$ cat src/rtl/accel_mem_arbiter_if.sv
// -----------------------------------------------------------------------------
// accel_mem_arbiter_if
//   Bundles the requester-side handshake buses and the RAM-port buses that
//   accel_mem_arbiter sits between. Per-requester buses are flattened, with
//   requester i occupying slice i.
//
//   Requester side : req_i, we_i, addr_i, be_i, wdata_i  (requesters -> arbiter)
//                    gnt_o, rvalid_o, err_o, rdata_o      (arbiter -> requesters)
//   Memory side    : mem_en_o, mem_we_o, mem_addr_o, mem_be_o, mem_wdata_o
//                                                         (arbiter -> RAM port)
//                    mem_rdata_i                          (RAM port -> arbiter)
//
//   modport slave  : the arbiter's view.
//   modport master : the surrounding environment (requesters and RAM).
// -----------------------------------------------------------------------------
interface accel_mem_arbiter_if #(
   parameter int NUM_REQ    = 2,
   parameter int ADDR_WIDTH = 10,
   parameter int DATA_WIDTH = 32
);
   localparam int BEW = DATA_WIDTH / 8;

   // Requester side
   logic [NUM_REQ-1:0]            req_i;
   logic [NUM_REQ-1:0]            we_i;
   logic [NUM_REQ*ADDR_WIDTH-1:0] addr_i;
   logic [NUM_REQ*BEW-1:0]        be_i;
   logic [NUM_REQ*DATA_WIDTH-1:0] wdata_i;
   logic [NUM_REQ-1:0]            gnt_o;
   logic [NUM_REQ-1:0]            rvalid_o;
   logic [NUM_REQ-1:0]            err_o;
   logic [DATA_WIDTH-1:0]         rdata_o;

   // Memory side
   logic                          mem_en_o;
   logic                          mem_we_o;
   logic [ADDR_WIDTH-1:0]         mem_addr_o;
   logic [BEW-1:0]                mem_be_o;
   logic [DATA_WIDTH-1:0]         mem_wdata_o;
   logic [DATA_WIDTH-1:0]         mem_rdata_i;

   modport slave (
      input  req_i, we_i, addr_i, be_i, wdata_i, mem_rdata_i,
      output gnt_o, rvalid_o, err_o, rdata_o,
      output mem_en_o, mem_we_o, mem_addr_o, mem_be_o, mem_wdata_o
   );

   modport master (
      output req_i, we_i, addr_i, be_i, wdata_i, mem_rdata_i,
      input  gnt_o, rvalid_o, err_o, rdata_o,
      input  mem_en_o, mem_we_o, mem_addr_o, mem_be_o, mem_wdata_o
   );
endinterface

$ cat src/rtl/accel_mem_arbiter.sv
// -----------------------------------------------------------------------------
// accel_mem_arbiter
//   Shares one RAM port between NUM_REQ requesters (index 0 = CPU). Grants are
//   combinational (same cycle as the request) using a round-robin pointer, with
//   an optional exclusive-owner mode. Out-of-range addresses are granted but
//   never reach the RAM; they answer with err=1. Every grant produces exactly
//   one response READ_LATENCY cycles later, in grant order.
//
//   Ports:
//     clk, rst      : clock, asynchronous active-high reset
//     excl_en       : exclusive mode, only excl_id may be granted
//     excl_id       : exclusive owner (values >= NUM_REQ grant nothing)
//     busy_o        : a response is still in flight
//     bus (slave)   : requester handshakes and RAM port, see accel_mem_arbiter_if
// -----------------------------------------------------------------------------
module accel_mem_arbiter #(
   parameter int  NUM_REQ      = 2,
   parameter int  ADDR_WIDTH   = 10,
   parameter int  DATA_WIDTH   = 32,
   parameter int  DEPTH        = 1024,
   parameter int  READ_LATENCY = 1,
   localparam int IDW          = (NUM_REQ > 1) ? $clog2(NUM_REQ) : 1
) (
   input  logic                  clk,
   input  logic                  rst,
   input  logic                  excl_en,
   input  logic [IDW-1:0]        excl_id,
   output logic                  busy_o,
   accel_mem_arbiter_if.slave    bus
);

   localparam int                BEW     = DATA_WIDTH / 8;
   localparam logic [ADDR_WIDTH:0] DEPTH_L = (ADDR_WIDTH + 1)'(DEPTH);
   localparam logic [IDW:0]      NREQ_L  = (IDW + 1)'(NUM_REQ);
   localparam logic [IDW-1:0]    LAST_ID = IDW'(NUM_REQ - 1);

   // One slot of the response pipeline
   typedef struct packed {
      logic           vld;
      logic [IDW-1:0] id;
      logic           err;
      logic           rd;
   } rsp_t;

   logic [IDW-1:0]        rr_ptr_q, rr_ptr_d;
   rsp_t                  rsp_q [READ_LATENCY];
   rsp_t                  rsp_d;
   rsp_t                  rsp_last;

   logic [NUM_REQ-1:0]    excl_mask;
   logic [NUM_REQ-1:0]    elig;
   logic [NUM_REQ-1:0]    elig_rot;
   logic                  win_found;
   logic [IDW-1:0]        win_off;
   logic [IDW-1:0]        win_id;
   logic                  win_we;
   logic [ADDR_WIDTH-1:0] win_addr;
   logic [BEW-1:0]        win_be;
   logic [DATA_WIDTH-1:0] win_wdata;
   logic                  grant;
   logic                  in_range;

   // ---------------------------------------------------------------------------
   // Eligibility: an out-of-range excl_id matches no requester, so nothing wins.
   // ---------------------------------------------------------------------------
   always_comb begin
      excl_mask = '0;
      for (int i = 0; i < NUM_REQ; i++) begin
         excl_mask[i] = (excl_id == IDW'(i));
      end
      elig = excl_en ? (bus.req_i & excl_mask) : bus.req_i;
   end

   // ---------------------------------------------------------------------------
   // Round-robin search: rotate the eligible vector so rr_ptr lands on bit 0,
   // take the lowest set bit, then add rr_ptr back modulo NUM_REQ.
   // ---------------------------------------------------------------------------
   always_comb begin
      logic [2*NUM_REQ-1:0] dbl;
      logic [IDW:0]         sum;
      dbl       = {elig, elig} >> rr_ptr_q;
      elig_rot  = dbl[NUM_REQ-1:0];
      win_found = |elig_rot;
      win_off   = '0;
      for (int i = NUM_REQ - 1; i >= 0; i--) begin
         if (elig_rot[i]) begin
            win_off = IDW'(i);
         end
      end
      sum = {1'b0, rr_ptr_q} + {1'b0, win_off};
      if (sum >= NREQ_L) begin
         sum = sum - NREQ_L;
      end
      win_id = sum[IDW-1:0];
   end

   // ---------------------------------------------------------------------------
   // Winner payload mux
   // ---------------------------------------------------------------------------
   always_comb begin
      win_we    = 1'b0;
      win_addr  = '0;
      win_be    = '0;
      win_wdata = '0;
      for (int i = 0; i < NUM_REQ; i++) begin
         if (win_id == IDW'(i)) begin
            win_we    = bus.we_i[i];
            win_addr  = bus.addr_i[i*ADDR_WIDTH +: ADDR_WIDTH];
            win_be    = bus.be_i[i*BEW +: BEW];
            win_wdata = bus.wdata_i[i*DATA_WIDTH +: DATA_WIDTH];
         end
      end
   end

   // Reset gates the combinational grant so every output is 0 while rst=1.
   assign grant    = win_found & ~rst;
   assign in_range = ({1'b0, win_addr} < DEPTH_L);

   // ---------------------------------------------------------------------------
   // Grant and memory port drive
   // ---------------------------------------------------------------------------
   always_comb begin
      bus.gnt_o       = '0;
      for (int i = 0; i < NUM_REQ; i++) begin
         bus.gnt_o[i] = grant & (win_id == IDW'(i));
      end
      bus.mem_en_o    = grant & in_range;
      bus.mem_we_o    = grant & in_range & win_we;
      bus.mem_addr_o  = (grant & in_range) ? win_addr  : '0;
      bus.mem_be_o    = (grant & in_range) ? win_be    : '0;
      bus.mem_wdata_o = (grant & in_range) ? win_wdata : '0;
   end

   // ---------------------------------------------------------------------------
   // Next-state: pointer moves past the winner on any grant, including grants
   // made in exclusive mode, so fairness resumes from the owner's successor.
   // ---------------------------------------------------------------------------
   always_comb begin
      rr_ptr_d = rr_ptr_q;
      if (grant) begin
         rr_ptr_d = (win_id == LAST_ID) ? '0 : (win_id + IDW'(1));
      end
      rsp_d.vld = grant;
      rsp_d.id  = win_id;
      rsp_d.err = grant & ~in_range;
      rsp_d.rd  = grant & ~win_we;
   end

   // ---------------------------------------------------------------------------
   // Response pipeline: stage 0 loads on each grant, later stages shift.
   // Reset clears every stage so in-flight responses are dropped.
   // ---------------------------------------------------------------------------
   always_ff @(posedge clk or posedge rst) begin
      if (rst) begin
         rr_ptr_q <= '0;
         for (int s = 0; s < READ_LATENCY; s++) begin
            rsp_q[s] <= '0;
         end
      end else begin
         rr_ptr_q <= rr_ptr_d;
         rsp_q[0] <= rsp_d;
         for (int s = 1; s < READ_LATENCY; s++) begin
            rsp_q[s] <= rsp_q[s-1];
         end
      end
   end

   // ---------------------------------------------------------------------------
   // Response outputs from the last stage
   // ---------------------------------------------------------------------------
   assign rsp_last = rsp_q[READ_LATENCY-1];

   always_comb begin
      bus.rvalid_o = '0;
      bus.err_o    = '0;
      for (int i = 0; i < NUM_REQ; i++) begin
         bus.rvalid_o[i] = rsp_last.vld & (rsp_last.id == IDW'(i));
         bus.err_o[i]    = rsp_last.vld & rsp_last.err & (rsp_last.id == IDW'(i));
      end
      // Errors and writes return zero data rather than whatever the RAM holds.
      bus.rdata_o = (rsp_last.vld & rsp_last.rd & ~rsp_last.err) ? bus.mem_rdata_i : '0;
   end

   always_comb begin
      busy_o = 1'b0;
      for (int s = 0; s < READ_LATENCY; s++) begin
         busy_o = busy_o | rsp_q[s].vld;
      end
   end

endmodule

$ cat src/flat_wrapper.sv
// flat-port wrapper written by rule: the top's interface ports become plain ports
module accel_mem_arbiter_flat 
#(
   parameter int  NUM_REQ      = 2,
   parameter int  ADDR_WIDTH   = 10,
   parameter int  DATA_WIDTH   = 32,
   parameter int  DEPTH        = 1024,
   parameter int  READ_LATENCY = 1,
   localparam int IDW          = (NUM_REQ > 1) ? $clog2(NUM_REQ) : 1
)
  (clk, rst, excl_en, excl_id, busy_o, bus_req_i, bus_we_i, bus_addr_i, bus_be_i, bus_wdata_i, bus_mem_rdata_i, bus_gnt_o, bus_rvalid_o, bus_err_o, bus_rdata_o, bus_mem_en_o, bus_mem_we_o, bus_mem_addr_o, bus_mem_be_o, bus_mem_wdata_o);
  accel_mem_arbiter_if #(.NUM_REQ(NUM_REQ), .ADDR_WIDTH(ADDR_WIDTH), .DATA_WIDTH(DATA_WIDTH)) bus_i ();
  input  logic clk;
  input  logic rst;
  input  logic excl_en;
  input  logic [IDW-1:0] excl_id;
  output logic busy_o;
  input wire logic [$bits(bus_i.req_i)-1:0] bus_req_i;
  input wire logic [$bits(bus_i.we_i)-1:0] bus_we_i;
  input wire logic [$bits(bus_i.addr_i)-1:0] bus_addr_i;
  input wire logic [$bits(bus_i.be_i)-1:0] bus_be_i;
  input wire logic [$bits(bus_i.wdata_i)-1:0] bus_wdata_i;
  input wire logic [$bits(bus_i.mem_rdata_i)-1:0] bus_mem_rdata_i;
  output wire logic [$bits(bus_i.gnt_o)-1:0] bus_gnt_o;
  output wire logic [$bits(bus_i.rvalid_o)-1:0] bus_rvalid_o;
  output wire logic [$bits(bus_i.err_o)-1:0] bus_err_o;
  output wire logic [$bits(bus_i.rdata_o)-1:0] bus_rdata_o;
  output wire logic [$bits(bus_i.mem_en_o)-1:0] bus_mem_en_o;
  output wire logic [$bits(bus_i.mem_we_o)-1:0] bus_mem_we_o;
  output wire logic [$bits(bus_i.mem_addr_o)-1:0] bus_mem_addr_o;
  output wire logic [$bits(bus_i.mem_be_o)-1:0] bus_mem_be_o;
  output wire logic [$bits(bus_i.mem_wdata_o)-1:0] bus_mem_wdata_o;
  assign bus_i.req_i = bus_req_i;
  assign bus_i.we_i = bus_we_i;
  assign bus_i.addr_i = bus_addr_i;
  assign bus_i.be_i = bus_be_i;
  assign bus_i.wdata_i = bus_wdata_i;
  assign bus_i.mem_rdata_i = bus_mem_rdata_i;
  assign bus_gnt_o = bus_i.gnt_o;
  assign bus_rvalid_o = bus_i.rvalid_o;
  assign bus_err_o = bus_i.err_o;
  assign bus_rdata_o = bus_i.rdata_o;
  assign bus_mem_en_o = bus_i.mem_en_o;
  assign bus_mem_we_o = bus_i.mem_we_o;
  assign bus_mem_addr_o = bus_i.mem_addr_o;
  assign bus_mem_be_o = bus_i.mem_be_o;
  assign bus_mem_wdata_o = bus_i.mem_wdata_o;
  accel_mem_arbiter #(.NUM_REQ(NUM_REQ), .ADDR_WIDTH(ADDR_WIDTH), .DATA_WIDTH(DATA_WIDTH), .DEPTH(DEPTH), .READ_LATENCY(READ_LATENCY)) u_core (.clk(clk), .rst(rst), .excl_en(excl_en), .excl_id(excl_id), .busy_o(busy_o), .bus(bus_i));
endmodule
$ cat config.mk
export PLATFORM = sky130hd
export DESIGN_NAME = accel_mem_arbiter_flat
export DESIGN_NICKNAME = d
export VERILOG_FILES = /design/src/rtl/accel_mem_arbiter_if.sv /design/src/rtl/accel_mem_arbiter.sv /design/src/flat_wrapper.sv
export SDC_FILE = /design/constraint.sdc
export NUM_CORES = 1
export LEC_CHECK = 0
export BUFFER_PORTS_ARGS = -buffer_cell sky130_fd_sc_hd__buf_2
export CORE_AREA = 2 2 85 87
export DETAILED_ROUTE_END_ITERATION = 8
export DIE_AREA = 0 0 87 89
export PLACE_DENSITY = 0.65
export SLEW_MARGIN = 10
export SYNTH_ARGS = -nofsm -noshare
export SYNTH_HDL_FRONTEND = slang
export SYNTH_SLANG_ARGS = --single-unit
$ cat constraint.sdc
create_clock -name clk -period 1.86 [get_ports clk]
set_input_delay 0.279 -clock clk [delete_from_list [all_inputs] [get_ports clk]]
set_output_delay 0.279 -clock clk [all_outputs]
set_load 0.03 [all_outputs]
==> impl_metrics.tcl, run 1 <==
set metrics [dict create \
    status "finished, final reports clean" \
    slowest_stage "dfrtp_2" \
    drc 0 \
    rsz0062_at_grt "true" \
    area_growth_pct 147.8 \
    dp_hpwl_mm 4.337 \
    clkPwrFrac 0.188 \
    power_density_nw_per_um2 412.0 \
    clock-skew-final_ns 0.00009234 \
    die-area_um2 7743 \
    synth_top_family_by_area "compound AO/OA/AOI/OAI gates" \
    vdd_drop_max_v 0.0001945 \
    maxSlewViolCount 0 \
    finalCritPeriodShare 0.9851 \
    async_reset_ff_frac 1.000 \
    pwr-share-seq 0.117 \
    cp_cell_sequence "nand2_1 -> o2111a_1 -> buf_12 -> a22o_1 -> buf_6" \
    timing.final.ws_setup_ns 0.02777 \
    fp.dieW_um 87 \
    grt_max_degree 49 \
    rr_worst_depth 4 \
    crit_required_ns 1.58 \
    worstSetupPathType "register to output pin" \
    arrival_ns 1.55 \
    tightest_slew_ns 0.6169 \
    cts_buffers 3 \
    synth_compound_area_frac 0.4776 \
    rrSetupSlack_ns 0.56 \
    synthFlopType "dfrtp_1" \
    period_needed_ns 1.832 \
    cts.sinks 4 \
    synth_xor_area_frac 0 \
    cp_max_fo 48 \
    slowest_delay_ns 0.38 \
    cts_setup_buffers 0 \
    gp_congestion 0.7880 \
    rows 30 \
    synth.most_common_cell "a22o_1" \
    synthDistinctLibCells 22 \
    clk_pin_slew_ns 0.03 \
    grt_remaining_overflow 0 \
    layout-drive-gt1-share 0.6848 \
    yosys_warnings 0 \
    swShare 0.4431 \
    drt-initial-drc-count 84 \
    synth_area_leader_cell "a22o_1" \
    fin_nets 464 \
    antenna_found_initial 1 \
    grt_pass1_vias 1557 \
    cts-root-buf "clkbuf_8" \
    synth_seq_area_share 0.1053 \
    reg2reg_to "u_core.rsp_last[0]$_DFF_PP0_" \
    hold_path.class "input pin to asynchronous set/reset pin" \
    synth_edf_count 0 \
    p_leak_nw 1.526 \
    whs_ns 0.07836 \
    cap_viol_max_count 0 \
    syn_avg_cell_area_um2 7.669 \
    clk_latency_ns 0.22 \
    fp.dieH_um 89 \
    grt_pass1_wl_mm 6.596 \
    ios 219 \
    muxShareOfSynthArea 0 \
    start_util 0.1415 \
    cp-start-kind "register" \
    synth_fa_ha_area_frac 0 \
    intPower_mw 0.5405 \
    first_pass_iters 4 \
    vias_per_cell 4.467 \
    fin_setup_tns_ns 0 \
    hold_viol_final 0 \
    setup_viol 0 \
    syn_area_um2 950.9 \
    drtAntennaViolNets 0 \
    synth-simple-area-share 0.2947 \
    switchingPower_mw 0.4300 \
    slew_headroom 0.5887 \
    p_total_mw 0.9706 \
    end_kind "output pin" \
    place_area_um2 2086 \
    reg2reg_from "u_core.rr_ptr_q$_DFFE_PP0P_" \
    finish.instance_area_um2 2356 \
    max_freq_mhz 545.8 \
    grt_usage 0.1056 \
    core_um2 6719 \
    wl_per_cell_um 13.13 \
    vias 1836 \
    synth-seq-cells 4 \
    wl_mm 5.396 \
    io_buffers 216 \
    pre_cts_slack_ns 0.1384 \
    combPwrFrac 0.695 \
    synth_top_area_frac 0.4237 \
    synthTopCellsByCount "a22o_1 (46), and3_1 (32), clkbuf_1 (7)" \
    synth_cells 124 \
    ctsHtreeMaxLevel 1 \
    synth_area_leaders "a22o_1 (42%), and3_1 (21%), dfrtp_1 (11%)" \
    cts.path.max_buffers 2 \
    cts_tree "done" \
]
timing repair:
| action | in CTS | in global routing |
|---|---|---|
| resized for setup | 37 | 47 |
| endpoints found under the setup margin | 29 | 47 |
| hold buffers | 0 | 0 |
| pin swaps | 2 | 0 |
| gates cloned | 0 | 0 |
| endpoints found under the hold margin | 0 | 0 |
layout make-up:
type	instances	area [µm²]
Fill cell	712	4363
Timing Repair Buffer	220	1355
Multi-Input combinational cell	101	748.2
Sequential cell	4	101.3
Tap cell	80	100.1
Clock buffer	3	41.29
Inverter	2	7.507
Antenna cell	1	2.502
logic make-up after synthesis:
family          Yosys count
buf+inv                  20
compound gates           53
simple gates             46
other cells               1
flops                     4
power groups by stage:
stage / combinational, mW / sequential, mW / clock, mW
6_report: 0.674 / 0.114 / 0.183
5_1_grt: 0.715 / 0.117 / 0.202
4_1_cts: 0.635 / 0.113 / 0.189
3_5_place_dp: 0.597 / 0.114 / 0
3_3_place_gp: 0.591 / 0.113 / 0
2_1_floorplan: 0.361 / 0.109 / 0
stage by stage:
| step | instances | utilization |
|---|---|---|
| floorplan | 125 | - |
| CTS | 410 | 0.3328 |
| global route | 410 | 0.3503 |
| finish | 411 | 0.3507 |
| detailed placement | 407 | 0.3104 |
| global placement | 407 | 0.3104 |
critical path: cells and delay by family (launching register included):
kind,cells,cell delay [ns]
AOI/OAI and AO/OA,2,0.54
DFF,1,0.38
buffers and inverters,2,0.32
and+or+nand+nor,1,0.06
layer usage:
| layer | vias to the layer above | GRT usage | wire [µm] |
|---|---|---|---|
| met5 | - | 0 | 0 |
| met3 | 0 | 0.03324 | 661 |
| li1 | 905 | - | - |
| met2 | 130 | 0.2061 | 2863 |
| met4 | 0 | 0.02557 | 0 |
| met1 | 801 | 0.1089 | 1871 |
registers in the layout, summed over array words and instances (netlist names):
name             flops
u_core.rr_ptr_q      1
u_core.busy_o        1
u_core.rsp_last      2
worst max-delay path by stage:
stage,start,to,slack (ns),cells past startpoint
floorplan,u_core.rr_ptr_q$_DFFE_PP0P_,bus_mem_we_o,0.11,4
global placement,excl_en,bus_mem_wdata_o[25],0.18,6
detailed placement,excl_en,bus_mem_wdata_o[23],0.14,6
CTS,u_core.rr_ptr_q$_DFFE_PP0P_,bus_mem_wdata_o[22],-0.01,5
global route,u_core.rr_ptr_q$_DFFE_PP0P_,bus_mem_we_o,-0.06,5
finish,u_core.rr_ptr_q$_DFFE_PP0P_,bus_mem_wdata_o[16],0.03,5
placed cells by master (no fill, tap or decap), types with 3 or more instances in the layout:
| cell | synthesis | routed |
|---|---|---|
| nor2_1 | 3 | 3 |
| and3_1 | 32 | 32 |
| a22o_1 | 46 | 46 |
| clkbuf_8 | 0 | 3 |
| buf_2 | 6 | 181 |
| buf_6 | 3 | 35 |
| dfrtp_1 | 4 | 3 |
Note: power is estimated with default switching activity, not from simulation.
==> run 2, diff against run 1 <==
Clock period 1.86 ns to 2.1 ns, I/O delays scaled along.
==> run 2 against run 1 <==
  * Flip-flop and latch count unchanged
  * First-iteration DRC count decreased by 14%
  * Count of clock-buffer cells in the layout unchanged
  * Largest cell class unchanged
  * Combinational power decreased by 23%
==> impl_metrics.tcl, run 2 (same netlist as run 1, synthesis figures left out) <==
set metrics [dict create \
    status "finished, final reports clean" \
    rr_worst_depth 4 \
    cp_top_family "buffers and inverters" \
    tightest_slew_ns 0.6728 \
    register_area_um2 100.1 \
    clock-skew-final_ns 0.001831 \
    fin_nets 463 \
    critPathBufInv 2 \
    wl_mm 5.122 \
    antenna_cells 0 \
    cts_setup_buffers 0 \
    crit_path_end "bus_mem_wdata_o[23]" \
    cts_buffers 3 \
    final_cell_mix "buf_2 (216), a22o_1 (46), and3_1 (32)" \
    fp.dieW_um 87 \
    slew_headroom 0.5514 \
    grt_usage 0.1018 \
    rows 30 \
    vdd_drop_max_v 0.0001672 \
    grt_pass1_wl_mm 6.389 \
    vias_per_cell 4.560 \
    cts.path.max_buffers 2 \
    arrival_ns 1.64 \
    dp_hpwl_mm 4.304 \
    die-area_um2 7743 \
    maxSlewViolCount 0 \
    cts.sinks 4 \
    clk_latency_ns 0.21 \
    fin_setup_tns_ns 0 \
    n_fill_cell 720 \
    vias 1865 \
    cap_viol_max_count 0 \
    drc 0 \
    p_total_mw 0.7826 \
    rsz0062_at_grt "false" \
    final_common_cell "buf_2" \
    cp_cell_sequence "o2111a_1 -> buf_6 -> a22o_1 -> buf_2" \
    grt_remaining_overflow 0 \
    cp-startpoint "u_core.rr_ptr_q$_DFFE_PP0P_" \
    cp_max_fo 47 \
    start_util 0.1415 \
    gp_congestion 0.7689 \
    slowest_delay_ns 0.41 \
    multi_input_area_um2 742.0 \
    period_needed_ns 1.951 \
    layout-drive-gt1-share 0.6748 \
    finalCritPeriodShare 0.9292 \
    core_um2 6719 \
    worstSetupPathType "register to output pin" \
    area_growth_pct 122.0 \
    grt_pass1_vias 1456 \
    first_pass_iters 4 \
    largest_reg_flops 2 \
    reg2reg_from "u_core.rr_ptr_q$_DFFE_PP0P_" \
    cts_tree "done" \
    cp-start-kind "register" \
    max_freq_mhz 512.5 \
    crit_required_ns 1.78 \
    utilization 0.3142 \
    drtAntennaViolNets 0 \
    hold_path.class "input pin to asynchronous set/reset pin" \
    ctsHtreeMaxLevel 1 \
    ios 219 \
    fp.dieH_um 89 \
    cp.depth 4 \
    slowest_stage "dfrtp_1" \
    wl_per_cell_um 12.52 \
    drt-initial-drc-count 72 \
    io_buffers 216 \
    power_density_nw_per_um2 370.8 \
    setup_viol 0 \
    reg2reg_to "u_core.rsp_last[0]$_DFF_PP0_" \
    cts-root-buf "clkbuf_8" \
    antenna_found_initial 1 \
    grt_max_degree 49 \
    p_leak_nw 1.482 \
    end_kind "output pin" \
    hold_viol_final 0 \
    rrSetupSlack_ns 0.75 \
    clk_pin_slew_ns 0.03 \
]
## run 2: cell types whose count changed in the layout (fill, tap and decap cells not counted), sizes merged
cell   delta
buf       -1
diode     -1
## run 2: worst register-to-register path: stages, from the launching register on
cell and delay [ns]:
dfrtp_1 0.41, nor2b_1 0.16, o22ai_1 0.11, or3b_1 0.38
and3b_1 0.17
## run 2: final cells by class
class	count	area share
Tap cell	80	0.04742
Multi-Input combinational cell	101	0.3515
Sequential cell	4	0.04742
Clock buffer	3	0.01956
Timing Repair Buffer	219	0.5305
Inverter	2	0.003557
## run 2: worst min path at each step
stage          startpoint                     endpoint  slack (ns)
3_5_place_dp          rst  u_core.rr_ptr_q$_DFFE_PP0P_        0.33
2_1_floorplan         rst      u_core.busy_o$_DFF_PP0_         0.1
5_1_grt               rst  u_core.rr_ptr_q$_DFFE_PP0P_        0.11
4_1_cts               rst  u_core.rr_ptr_q$_DFFE_PP0P_        0.10
3_3_place_gp          rst  u_core.rr_ptr_q$_DFFE_PP0P_        0.32
6_report              rst  u_core.rr_ptr_q$_DFFE_PP0P_        0.11
## run 2: per-layer routing
layer  part of all wire  GRT usage
met4             0.0045    0.02557
met5                  0          0
met1               0.36     0.1156
met3               0.12    0.02585
met2               0.51     0.1895
## run 2: what timing repair did
action / 4_1_cts / 5_1_grt
resized for setup: 0 / 1
hold buffers: 0 / 0
setup endpoints to repair: 0 / 3
## run 2: stage by stage
step	instance area (µm²)	hold WS [ns]	setup slack (ns)	cells
3_5_place_dp	2066	0.3304	0.2120	406
2_1_floorplan	954.7	0.09776	0.3183	125
5_1_grt	2111	0.1130	0.05142	409
6_report	2111	0.1075	0.1488	409
3_3_place_gp	2066	0.3230	0.2495	406
4_1_cts	2107	0.1006	0.08527	409
## run 2: where the power goes
part           internal, mW  leakage, nW  switching (mW)
combinational         0.211         1.41           0.305
sequential           0.0858       0.0500          0.0224
clock                 0.122       0.0216          0.0364
==> run 3, diff against run 2 <==
Settings changed: PLACE_DENSITY 0.65 to 0.59.
==> run 3 against run 2 <==
  * First-iteration DRC count down 31%
  * Combinational power up 1%
  * Count of clock-buffer cells in the layout unchanged
  * Final area up 0.18%
  * Power up 0.34%
  * Sequential power down 6%
  * Fmax down 1.4%
  * Cell count up 0.24%
  * Non-clock buffer count up 1
  * Critical path depth unchanged
  * Die area unchanged
  * Global-route usage up 1.2 points
  * Critical path type unchanged
  * Critical endpoint is now bus_mem_wdata_o[31]
  * Highest routed layer unchanged
==> impl_metrics.tcl, run 3 (same netlist as run 1, synthesis figures left out) <==
set metrics [dict create \
    status "finished, final reports clean" \
    worstSetupPathType "register to output pin" \
    grt_remaining_overflow 0 \
    area_growth_pct 122.4 \
    rr_worst_depth 4 \
    gp_congestion 0.7270 \
    clock-skew-final_ns 0.002050 \
    p_leak_nw 1.487 \
    hold_viol_final 0 \
    vias_per_cell 4.368 \
    max_freq_mhz 505.2 \
    power_density_nw_per_um2 371.4 \
    cts.hold.buffers_added 0 \
    period_needed_ns 1.979 \
    die-area_um2 7743 \
    whs_ns 0.1139 \
    rsz0062_at_grt "false" \
    reg2reg_from "u_core.rr_ptr_q$_DFFE_PP0P_" \
    maxSlewViolCount 0 \
    cap_viol_max_count 0 \
    rrSetupSlack_ns 0.74 \
    antenna_found_initial 1 \
    n_fill_cell 750 \
    antenna_cells 0 \
    fp.dieH_um 89 \
    ctsHtreeMaxLevel 1 \
    drt-initial-drc-count 50 \
    cts_setup_buffers 0 \
    start_util 0.1415 \
    cts-root-buf "clkbuf_8" \
    grt_max_degree 49 \
    grt_pass1_wl_mm 7.079 \
    drc 0 \
    end_kind "output pin" \
    rows 30 \
    fp.dieW_um 87 \
    largest_reg_flops 2 \
    layout-drive-gt1-share 0.6758 \
    fin_nets 464 \
    setup_viol 0 \
    place_area_um2 2073 \
    core_um2 6719 \
    finish.instance_area_um2 2115 \
    finalCritPeriodShare 0.9425 \
    vdd_drop_max_v 0.0001250 \
    tightest_slew_ns 0.6109 \
    dp_hpwl_mm 4.442 \
    fin_setup_tns_ns 0 \
    clk_pin_slew_ns 0.03 \
    final_cell_mix "buf_2 (216), a22o_1 (46), and3_1 (32)" \
    cts_resized 0 \
    crit_required_ns 1.78 \
    cts.sinks 4 \
    slew_headroom 0.5928 \
    clk_latency_ns 0.22 \
    ios 219 \
    reg2reg_to "u_core.rsp_last[0]$_DFF_PP0_" \
    cp_max_fo 47 \
    cp-start-kind "register" \
    cts.path.max_buffers 2 \
    final_common_cell "buf_2" \
    wl_mm 5.223 \
    hold_path.class "input pin to asynchronous set/reset pin" \
    io_buffers 216 \
    cts_buffers 3 \
    drtAntennaViolNets 0 \
    wl_per_cell_um 12.74 \
    grt_usage 0.1139 \
    arrival_ns 1.66 \
    first_pass_iters 4 \
    grt_pass1_vias 1568 \
    cts_tree "done" \
    vias 1791 \
]
-- run 3: cell count changes in the layout (fill, tap and decap cells not counted) --
cell,previous run,this run
buf_4,1,3
buf_6,1,0
-- run 3: metal layers --
metal | wire [µm] | track usage | up-vias
met5 | 0 | 0 | -
met4 | 27 | 0.03409 | 0
met3 | 596 | 0.03324 | 2
met2 | 2768 | 0.2137 | 121
met1 | 1830 | 0.1233 | 767
li1 | - | - | 901
-- run 3: worst max-delay path, cell delays in order (launching register included) --
cell and delay, ns:
dfrtp_1 0.41, o2111a_1 0.21, buf_4 0.39, a22o_1 0.21
buf_2 0.20
-- run 3: final cells by class --
class	instances	area [µm²]	area share
timing repair buffer	220	1124	0.5314
tap	80	100.1	0.04734
inverter	2	7.507	0.003550
clock buffer	3	41.29	0.01953
multi-input combinational	101	742.0	0.3509
sequential	4	100.1	0.04734
-- run 3: worst max path at each step --
stage	endpoint	startpoint	depth (start not counted)	slack, ns
global placement	bus_mem_wdata_o[31]	excl_en	6	0.24
detailed placement	bus_mem_wdata_o[31]	excl_en	6	0.23
global route	bus_mem_wdata_o[31]	u_core.rr_ptr_q$_DFFE_PP0P_	4	0.01
floorplan	bus_mem_we_o	u_core.rr_ptr_q$_DFFE_PP0P_	4	0.32
CTS	bus_mem_wdata_o[31]	u_core.rr_ptr_q$_DFFE_PP0P_	4	0.1
finish	bus_mem_wdata_o[31]	u_core.rr_ptr_q$_DFFE_PP0P_	4	0.12
-- run 3: stage by stage --
stage / utilization / setup slack (ns) / std cells / total power, mW
2_1_floorplan: - / 0.3183 / 125 / 0.4160
3_3_place_gp: 0.3086 / 0.2437 / 407 / 0.6216
3_5_place_dp: 0.3086 / 0.2262 / 407 / 0.6253
4_1_cts: 0.3147 / 0.09508 / 410 / 0.7946
5_1_grt: 0.3147 / 0.01071 / 410 / 0.8379
6_report: 0.3147 / 0.1207 / 410 / 0.7853
-- run 3: power breakdown --
| group | total (mW) | internal, mW | switching (mW) |
|---|---|---|---|
| registers | 0.101 | 0.0859 | 0.0149 |
| clock network | 0.162 | 0.122 | 0.0400 |
| logic | 0.522 | 0.212 | 0.310 |
| total | 0.785 | 0.420 | 0.365 |
